`src/rtl/seg7_scan.sv`:
```
// seg7_scan: multiplexed N-digit hex 7-segment display driver.
// The slow scan square wave is synchronized into the clk_50MHz domain and
// edge-detected. Each scan tick blanks all anodes for GUARD_CYC cycles, then
// drives the next digit from a snapshot taken once per frame (at the wrap to
// digit 0). Optional leading-zero blanking is enabled by defining
// SEG7_LZ_BLANK_EN; the default build drives every digit.
module seg7_scan #(
  parameter int unsigned N_DIGITS       = 8,
  parameter int unsigned GUARD_CYC      = 4,
  parameter bit          SEG_ACTIVE_LOW = 1'b1,
  parameter bit          AN_ACTIVE_LOW  = 1'b1
) (
  input  logic                  clk_50MHz,
  input  logic                  rst,
  input  logic                  clk_scan,
  input  logic                  en,
  input  logic [4*N_DIGITS-1:0] data,
  input  logic [N_DIGITS-1:0]   dp_mask,
  output logic [6:0]            seg,
  output logic                  dp,
  output logic [N_DIGITS-1:0]   an,
  output logic [2:0]            digit_idx,
  output logic                  frame_done
);

  localparam int unsigned CntW = (GUARD_CYC > 1) ? $clog2(GUARD_CYC) : 1;
  localparam logic [CntW-1:0] CntLoad = CntW'(GUARD_CYC - 1);
  localparam logic [CntW-1:0] CntOne  = CntW'(1);

  localparam logic [1:0] StOff   = 2'd0;
  localparam logic [1:0] StGuard = 2'd1;
  localparam logic [1:0] StDrive = 2'd2;

  localparam logic [N_DIGITS-1:0] AnOff = AN_ACTIVE_LOW ? {N_DIGITS{1'b1}} : {N_DIGITS{1'b0}};
  localparam logic [6:0] SegOff  = SEG_ACTIVE_LOW ? 7'h7F : 7'h00;
  localparam logic       DpOff   = SEG_ACTIVE_LOW;
  localparam logic [2:0] LastIdx = 3'(N_DIGITS - 1);

  // Active-high gfedcba pattern for one hex nibble.
  function automatic logic [6:0] hex7(input logic [3:0] v);
    logic [6:0] r;
    case (v)
      4'h0: r = 7'h3F;
      4'h1: r = 7'h06;
      4'h2: r = 7'h5B;
      4'h3: r = 7'h4F;
      4'h4: r = 7'h66;
      4'h5: r = 7'h6D;
      4'h6: r = 7'h7D;
      4'h7: r = 7'h07;
      4'h8: r = 7'h7F;
      4'h9: r = 7'h6F;
      4'hA: r = 7'h77;
      4'hB: r = 7'h7C;
      4'hC: r = 7'h39;
      4'hD: r = 7'h5E;
      4'hE: r = 7'h79;
      default: r = 7'h71;
    endcase
    return r;
  endfunction

  function automatic logic [3:0] nib_at(input logic [4*N_DIGITS-1:0] snap,
                                        input logic [2:0] idx);
    logic [3:0] r;
    r = 4'h0;
    for (int unsigned i = 0; i < N_DIGITS; i++) begin
      if (idx == 3'(i)) r = snap[4*i +: 4];
    end
    return r;
  endfunction

  function automatic logic dp_at(input logic [N_DIGITS-1:0] mask, input logic [2:0] idx);
    logic r;
    r = 1'b0;
    for (int unsigned i = 0; i < N_DIGITS; i++) begin
      if (idx == 3'(i)) r = mask[i];
    end
    return r;
  endfunction

`ifdef SEG7_LZ_BLANK_EN
  // True when idx lies above the highest nonzero nibble (digit 0 never blanks).
  function automatic logic lz_blank(input logic [4*N_DIGITS-1:0] snap, input logic [2:0] idx);
    int unsigned h;
    h = 0;
    for (int unsigned i = 0; i < N_DIGITS; i++) begin
      if (snap[4*i +: 4] != 4'h0) h = i;
    end
    return 32'(idx) > h;
  endfunction
`endif

  logic                  s1_q, s2_q, s3_q;
  logic                  primed_q, armed_q;
  logic                  tick;
  logic [1:0]            state_q, state_d;
  logic [CntW-1:0]       cnt_q, cnt_d;
  logic [2:0]            idx_q, idx_d;
  logic [4*N_DIGITS-1:0] snap_q, snap_d;
  logic [N_DIGITS-1:0]   snap_dp_q, snap_dp_d;
  logic [N_DIGITS-1:0]   an_q, an_d;
  logic [6:0]            seg_q, seg_d;
  logic                  dp_q, dp_d;
  logic                  fd_q, fd_d;
  logic [N_DIGITS-1:0]   an_on;
  logic                  blank_cur, blank_nxt, load_pat;

  // Synchronize the scan wave. Ticks stay disarmed until a real low sample has
  // been seen after reset, so a scan level held high at release is not an edge.
  always_ff @(posedge clk_50MHz) begin
    if (rst) begin
      s1_q     <= 1'b0;
      s2_q     <= 1'b0;
      s3_q     <= 1'b0;
      primed_q <= 1'b0;
      armed_q  <= 1'b0;
    end else begin
      s1_q     <= clk_scan;
      s2_q     <= s1_q;
      s3_q     <= s2_q;
      primed_q <= 1'b1;
      if (primed_q && !s1_q) armed_q <= 1'b1;
    end
  end

  assign tick = s2_q & ~s3_q & armed_q;

  // Anode pattern and blanking for the digit currently selected.
  always_comb begin
    an_on = {N_DIGITS{1'b0}};
    for (int unsigned i = 0; i < N_DIGITS; i++) begin
      an_on[i] = (idx_q == 3'(i));
    end
    if (AN_ACTIVE_LOW) an_on = ~an_on;
`ifdef SEG7_LZ_BLANK_EN
    blank_cur = lz_blank(snap_q, idx_q);
`else
    blank_cur = 1'b0;
`endif
  end

  // Scan FSM next state. seg/dp are loaded only on the cycle the anodes turn
  // off, from the next digit and next snapshot, so they never move while lit.
  always_comb begin
    state_d   = state_q;
    cnt_d     = cnt_q;
    idx_d     = idx_q;
    snap_d    = snap_q;
    snap_dp_d = snap_dp_q;
    an_d      = an_q;
    seg_d     = seg_q;
    dp_d      = dp_q;
    fd_d      = 1'b0;
    load_pat  = 1'b0;
    blank_nxt = 1'b0;

    if (!en) begin
      state_d = StOff;
      idx_d   = 3'd0;
      an_d    = AnOff;
      seg_d   = SegOff;
      dp_d    = DpOff;
    end else begin
      case (state_q)
        StOff: begin
          an_d  = AnOff;
          idx_d = 3'd0;
          if (tick) begin
            snap_d    = data;
            snap_dp_d = dp_mask;
            cnt_d     = CntLoad;
            state_d   = StGuard;
            load_pat  = 1'b1;
          end
        end
        StGuard: begin
          // Ticks landing here are dropped.
          if (cnt_q == '0) begin
            state_d = StDrive;
            an_d    = blank_cur ? AnOff : an_on;
          end else begin
            cnt_d = cnt_q - CntOne;
          end
        end
        StDrive: begin
          if (tick) begin
            an_d     = AnOff;
            cnt_d    = CntLoad;
            state_d  = StGuard;
            load_pat = 1'b1;
            if (idx_q == LastIdx) begin
              idx_d     = 3'd0;
              snap_d    = data;
              snap_dp_d = dp_mask;
              fd_d      = 1'b1;
            end else begin
              idx_d = idx_q + 3'd1;
            end
          end
        end
        default: begin
          state_d = StOff;
          idx_d   = 3'd0;
          an_d    = AnOff;
        end
      endcase
    end

    if (load_pat) begin
`ifdef SEG7_LZ_BLANK_EN
      blank_nxt = lz_blank(snap_d, idx_d);
`endif
      if (blank_nxt) begin
        seg_d = SegOff;
        dp_d  = DpOff;
      end else begin
        seg_d = SEG_ACTIVE_LOW ? ~hex7(nib_at(snap_d, idx_d)) : hex7(nib_at(snap_d, idx_d));
        dp_d  = dp_at(snap_dp_d, idx_d) ^ SEG_ACTIVE_LOW;
      end
    end
  end

  // State and registered outputs.
  always_ff @(posedge clk_50MHz) begin
    if (rst) begin
      state_q   <= StOff;
      cnt_q     <= '0;
      idx_q     <= 3'd0;
      snap_q    <= '0;
      snap_dp_q <= '0;
      an_q      <= AnOff;
      seg_q     <= SegOff;
      dp_q      <= DpOff;
      fd_q      <= 1'b0;
    end else begin
      state_q   <= state_d;
      cnt_q     <= cnt_d;
      idx_q     <= idx_d;
      snap_q    <= snap_d;
      snap_dp_q <= snap_dp_d;
      an_q      <= an_d;
      seg_q     <= seg_d;
      dp_q      <= dp_d;
      fd_q      <= fd_d;
    end
  end

  assign seg        = seg_q;
  assign dp         = dp_q;
  assign an         = an_q;
  assign digit_idx  = idx_q;
  assign frame_done = fd_q;

endmodule

```
`config.mk`:
```
export PLATFORM = sky130hd
export DESIGN_NAME = seg7_scan
export DESIGN_NICKNAME = d
export VERILOG_FILES = /design/src/rtl/seg7_scan.sv
export SDC_FILE = /design/constraint.sdc
export NUM_CORES = 1
export LEC_CHECK = 0
export CAP_MARGIN = 5
export CORE_UTILIZATION = 40
export DETAILED_ROUTE_END_ITERATION = 6
export PLACE_DENSITY_LB_ADDON = 0.2
export RECOVER_POWER = 100
export SLEW_MARGIN = 20
export SYNTH_ARGS = -nofsm -noshare
export SYNTH_HDL_FRONTEND = slang
export SYNTH_SLANG_ARGS = --single-unit
```
`constraint.sdc`:
```
create_clock -name clk_50MHz -period 3.5 [get_ports clk_50MHz]
set_input_delay 0.7 -clock clk_50MHz [delete_from_list [all_inputs] [get_ports clk_50MHz]]
set_output_delay 0.7 -clock clk_50MHz [all_outputs]
set_load 0.02 [all_outputs]
```
# Yosys cells after proc, flatten, opt, wreduce, memory -nomap -nowiden
# Memory sizes are Yosys's and may differ from the RTL's.
# Index checks and enable logic that the tools add are counted.
# word_totals
latchBits	0
n_memories	1
regBits	69
ramBits	0
input_bits	44
rom_bits	112
# classes
bitwise	9
add_sub_neg	2
mul	0
shift	0
reduce_logical	13
mux	51
n_lt_le_gt_ge	0
div	0
n_eq_ne	21
# memory_table
memory	words	word_bits	read_ports	rd_clocked_by_memory_dff	write_ports	line_no	text
(no name shown)	16	7	1	0	0	42	case (v)
# op_table
op	count
32-bit two-way mux	4
32-bit case mux with 2 select lines	1
8-bit two-way mux	6
4-bit two-way mux	9
8-bit case mux with 2 select lines	2
3-bit equality test, second input constant	8
7-bit two-way mux	3
1-bit two-way mux	16
3-bit by 2-bit equality test with 1-bit output, second input constant	4
3-bit two-way mux	3
2-bit two-way mux	4
8-bit inverter	1
2-bit case mux with 2 select lines	2
7-bit inverter	1
3-bit by 1-bit equality test with 1-bit output, second input constant	2
3-bit logical NOT	2
2-bit != test, second input constant	3
3-bit case mux with 2 select lines	1
1-bit inverter	5
2-bit logical NOT	2
2-bit by 1-bit != test with 1-bit output, second input constant	2
2-bit AND reduction	2
4-bit AND reduction	1
2-bit OR reduction	2
9 further kinds	10

# Depth between registers and ports, before layout
# An unclocked memory read counts as a cell.
# logic_depth
word_depth	20
depth_mapped	17
mapped_depth_nobuf	14

# Worst setup path after synthesis
# Ideal clock, no wire load.
# synth_path
path_kind	reg-to-reg
startpoint	register idx_q[0] (netlist: digit_idx[0])
endpoint	register seg_q[3] (netlist: seg[3])
path_stages_with_launch	17
t_arrival_ps	3742
setup_slack_ps	-377
synth_period_minus_slack_ps	3877
cell_sequence	dfxtp_1 -> ha_1 -> ha_1 -> and2_1 -> buf_2 -> o21a_1 -> buf_6 -> clkbuf_1 -> clkbuf_1 -> a22oi_1 -> nand2_1 -> a311oi_1 -> inv_1 -> ha_1 -> and3_1 -> a2111oi_0 -> a211oi_1
# synth_between
elab_chain_len	19
# synth_rtl
element	line_no	text
start: declaration	99	logic [2:0] idx_q, idx_d;
start signal: assignment	239	idx_q <= idx_d;
3-bit by 1-bit adder with 3-bit output or 3-bit equality test (tied branches)	198, 192	
3-bit two-way mux	192	if (idx_q == LastIdx) begin
3-bit two-way mux	187	if (tick) begin
3-bit case mux with 2 select lines	165	case (state_q)
3-bit two-way mux	158	if (!en) begin
3-bit logical NOT	68	if (idx == 3'(i)) r = snap[4*i +: 4];
4-bit two-way mux (7 in a row)	68	
4-bit two-way mux (*)	68	
4-bit two-way mux (*)	210	if (load_pat) begin
memory 16 x 7 bit (*)	n/a	
7-bit two-way mux (*)	210	
7-bit inverter (*)	218	seg_d = SEG_ACTIVE_LOW ? ~hex7(nib_at(snap_d, idx_d)) : hex7(nib_at(snap_d, idx_d));
7-bit two-way mux (*)	210	
end signal: assignment	233	seg_q <= SegOff;
end signal: assignment	243	seg_q <= seg_d;
end: declaration	103	logic [6:0] seg_q, seg_d;
# Every way passes the cells marked *; elsewhere a longest branch is shown, timed or not. The select of a mux whose other input is x is not followed.
# A chain may end at the register's enable or synchronous reset.

# Final worst setup path
# layout_path
startpoint	register idx_q[0] (netlist: digit_idx[0])
endpoint	register seg_q[1] (netlist: seg[1])
# The elaborated chain is that of the path after synthesis.

==> impl_metrics.py <==
metrics = {
    "placed_design": {
        "dp.cells": 663,
        "gp_congestion": 0.842,
        "hpwl_um": 8370,
        "dpl-instance-area_um2": 5030,
        "portBuffers": 63,
    },
    "power_and_ir_drop": {
        "irDropWorstVdd_uv": 146,
        "sw_frac_of_total_pct": 24.0,
        "p_int_uw": 1280,
        "p_leak_uw": 0.00200,
        "pwr-share-clk_pct": 44.2,
        "p_per_area_nw_per_um2": 315,
        "power_uw": 1680,
        "combPwrFrac_pct": 8.3,
        "p_sw_uw": 404,
        "power_frac_seq_pct": 47.5,
    },
    "timing": {
        "min_period_over_period_pct": 96.7,
        "hold_viol": 0,
        "fmax_ghz": 0.295,
        "setup-violations-final": 0,
        "worstMarginPinSlew_ps": 1950,
        "slew_headroom_pct": -30.1,
        "layout_min_cycle_time_ps": 3380,
        "clock_skew_ps": 10.7,
        "finalMaxSlewViolations": 43,
        "hold_slack_ps": 459,
    },
    "synth": {
        "yosys.area.top_type_share_pct": 36.6,
        "seq_area_frac_synth_pct": 36.6,
        "synthDistinctLibCells": 64,
        "yosys_warnings": 0,
        "ys_top_cells_by_area": "dfxtp_1 (37%), ha_1 (6.3%), nor2_1 (5.9%)",
        "synthTopCellsByCount": "dfxtp_1 (69), nor2_1 (59), nand2_1 (34), a22oi_1 (23), o21ai_0 (21)",
        "synth_area_um2": 3770,
        "synth_flop_cell": "dfxtp_1",
        "synth-seq-cells": 69,
        "synth-edff-count": 0,
        "async_flop_share_pct": 0,
        "yosys.area.top_type": "dfxtp_1",
        "avgSynthCellArea_um2": 8.50,
        "syn-instance-count": 444,
        "yosysMostFrequentCell": "dfxtp_1",
        "syn_nets": 507,
    },
    "final_layout": {
        "drive_above_1_share_pct": 22.0,
        "regArea_um2": 1390,
        "fin_area_um2": 5320,
        "finalNonFillerCells": 680,
        "fillerInstances": 846,
        "multi_input_area_um2": 2270,
        "post-route-util_pct": 57.9,
        "area_growth_pct": 41.0,
        "layout.nets": 627,
        "n_antenna_cell": 0,
    },
    "clock_tree": {
        "cts-root-buf": "clkbuf_8",
        "cts.clk_slew.worst_paths_ps": 80,
        "clkLatencyLatePin_ps": 350,
        "htree_levels": 3,
        "cts_buffers": 9,
        "holdBufCountCts": 0,
        "cts_tree": "yes",
        "clkSinkCount": 69,
        "clockBufferDepth": 2,
    },
    "global_route": {
        "grt_usage_pct": 23.4,
        "first_global_vias": 3671,
        "grt_max_degree": 43,
        "grt_first_pass_wirelength_um": 18200,
        "grt.overflow.total": 0,
        "grt_antenna_before_repair": 0,
    },
    "worst_hold_path": {
        "hold_path_class": "flop to flop",
        "min_from": "s1_q$_SDFF_PP0_",
        "holdPathStages": 2,
        "holdPathEnd": "s2_q$_SDFF_PP0_",
    },
    "worst_setup_path": {
        "rr_endpoint": "seg[1]$_SDFFE_PP1P_",
        "cp.required_ps": 3740,
        "cp_max_fo": 7,
        "cp_slowest_cell": "or3b_1",
        "path_cells": "ha_2 -> ha_2 -> or3b_1 -> mux2_4 -> and2_4 -> a211o_1 -> a21o_1 -> a41o_1 -> buf_4 -> ha_1 -> mux2i_1 -> nor2_1 -> o32a_1",
        "path_class": "flop to flop",
        "end_kind": "flop",
        "regToRegSetupSlack_ps": 120,
        "crit_path_start_kind": "flop",
        "critPathArrivalTime_ps": 3620,
        "critPathMostFrequentCell": "ha_2",
        "cpPeakStageDelay_ps": 390,
        "regToRegStartpoint": "digit_idx[0]$_SDFF_PP0_",
        "reg2reg_depth": 13,
    },
    "routing": {
        "first_pass_iters": 5,
        "drt_iter0_drc": 200,
        "wl_um": 11200,
        "vias_per_cell": 5.64,
        "drcViolationCount": 0,
        "vias": 3832,
        "wl_per_cell_um": 16.4,
        "ant_nets": 0,
    },
    "floorplanning": {
        "die_area_um2": 9830,
        "fp.dieW_um": 99.1,
        "start_util_pct": 41.0,
        "floorplan.rows": 35,
        "die_h_um": 99.1,
        "pin_count": 64,
        "fp.coreArea_um2": 9200,
    },
    "job": {
        "max-cap-violations": 1,
    },
    "status": {
        "outcome": "complete, but fails checks",
        "failed_checks": "max-capacitance violations, max-slew violations",
    },
}
-- final cells by class --
class	instances	area share [%]
inverter	15	1.06
clock buffer	9	2.33
timing repair buffer	140	23.5
clock inverter	7	1.83
sequential	69	26.0
tap	111	2.61
multi-input combinational	329	42.7
-- critical path, delay by kind of cell, from the launching register on --
family	cells	cell delay [ps]
adders and majority gates	3	670
DFF	1	330
AOI/OAI and AO/OA	4	1010
muxes	2	470
and+or+nand+nor	3	650
buffers and inverters	1	150
-- worst max path at each step --
stage	slack, ps	end	cells after the start	from
CTS	30	seg[1]$_SDFFE_PP1P_	13	digit_idx[0]$_SDFF_PP0_
global placement	-190	seg[3]$_SDFFE_PP1P_	14	en
detailed placement	-240	seg[3]$_SDFFE_PP1P_	14	en
floorplan	3	seg[3]$_SDFFE_PP1P_	16	digit_idx[0]$_SDFF_PP0_
global route	-20	seg[1]$_SDFFE_PP1P_	14	state_q[0]$_SDFFE_PP0P_
finish	120	seg[1]$_SDFFE_PP1P_	13	digit_idx[0]$_SDFF_PP0_
-- power by group through the flow --
stage | Clock, uW | Sequential (uW) | Combinational, uW
4_1_cts | 755 | 797 | 139
5_1_grt | 788 | 798 | 149
3_5_place_dp | 0 | 815 | 138
2_1_floorplan | 0 | 815 | 52.0
6_report | 742 | 797 | 139
3_3_place_gp | 0 | 815 | 137
-- repair_timing --
action / CTS / global route
setup buffers: 0 / 1
resized for setup: 0 / 18
endpoints found under the setup margin: 0 / 7
-- state kept, by name, indices dropped and copies added (netlist names) --
signal	cells
primed_q	1
snap_dp_q	8
armed_q	1
frame_done	1
snap_q	32
an	8
digit_idx	3
s2_q	1
s3_q	1
cnt_q	2
state_q	2
s1_q	1
dp	1
seg	7
-- layer usage --
layer | share of wire (%) | track usage (%) | vias up
li1 | - | - | 1864
met1 | 48 | 32.7 | 1839
met2 | 46 | 37.3 | 110
met3 | 4.7 | 2.95 | 19
met4 | 1.6 | 8.26 | 0
met5 | 0 | 0 | -
-- cells in the final DEF (no fill, tap or decap), types with 4 or more instances in the layout --
cell / Yosys / routed
a211oi_1: 4 / 4
a21oi_1: 16 / 15
a22o_1: 5 / 5
a22oi_1: 23 / 23
a31oi_1: 8 / 7
a32o_1: 7 / 7
a32oi_1: 6 / 6
and2_1: 9 / 9
and3_1: 8 / 8
buf_12: 0 / 4
buf_4: 0 / 66
clkbuf_1: 18 / 4
clkbuf_8: 0 / 9
clkdlybuf4s50_1: 0 / 42
dfxtp_1: 69 / 66
dlygate4sd3_1: 0 / 21
ha_1: 19 / 16
inv_1: 15 / 15
mux2i_1: 8 / 8
nand2_1: 34 / 34
nand3_1: 17 / 17
nor2_1: 59 / 58
nor2b_1: 10 / 10
nor3_1: 9 / 7
o211ai_1: 4 / 4
o21a_1: 4 / 4
o21ai_0: 21 / 20
o32a_1: 4 / 4
-- through the flow --
| step | setup slack [ps] | TNS, ps |
|---|---|---|
| after floorplan | 3.46 | 0 |
| after global placement | -195 | -1210 |
| after detailed placement | -244 | -1380 |
| after CTS | 27.8 | 0 |
| after global routing | -15.5 | -15.5 |
| final | 115 | 0 |
-- logic make-up after synthesis --
kind of cell	share of synthesized area (%)
multiplexers	3.02
adder cells (fa/ha/maj)	6.30
AO/OA/AOI/OAI	27.5
flip-flops	36.6
AND/OR/NAND/NOR	20.9
buffers and inverters	5.64
Note: power is estimated with default switching activity, not from simulation.
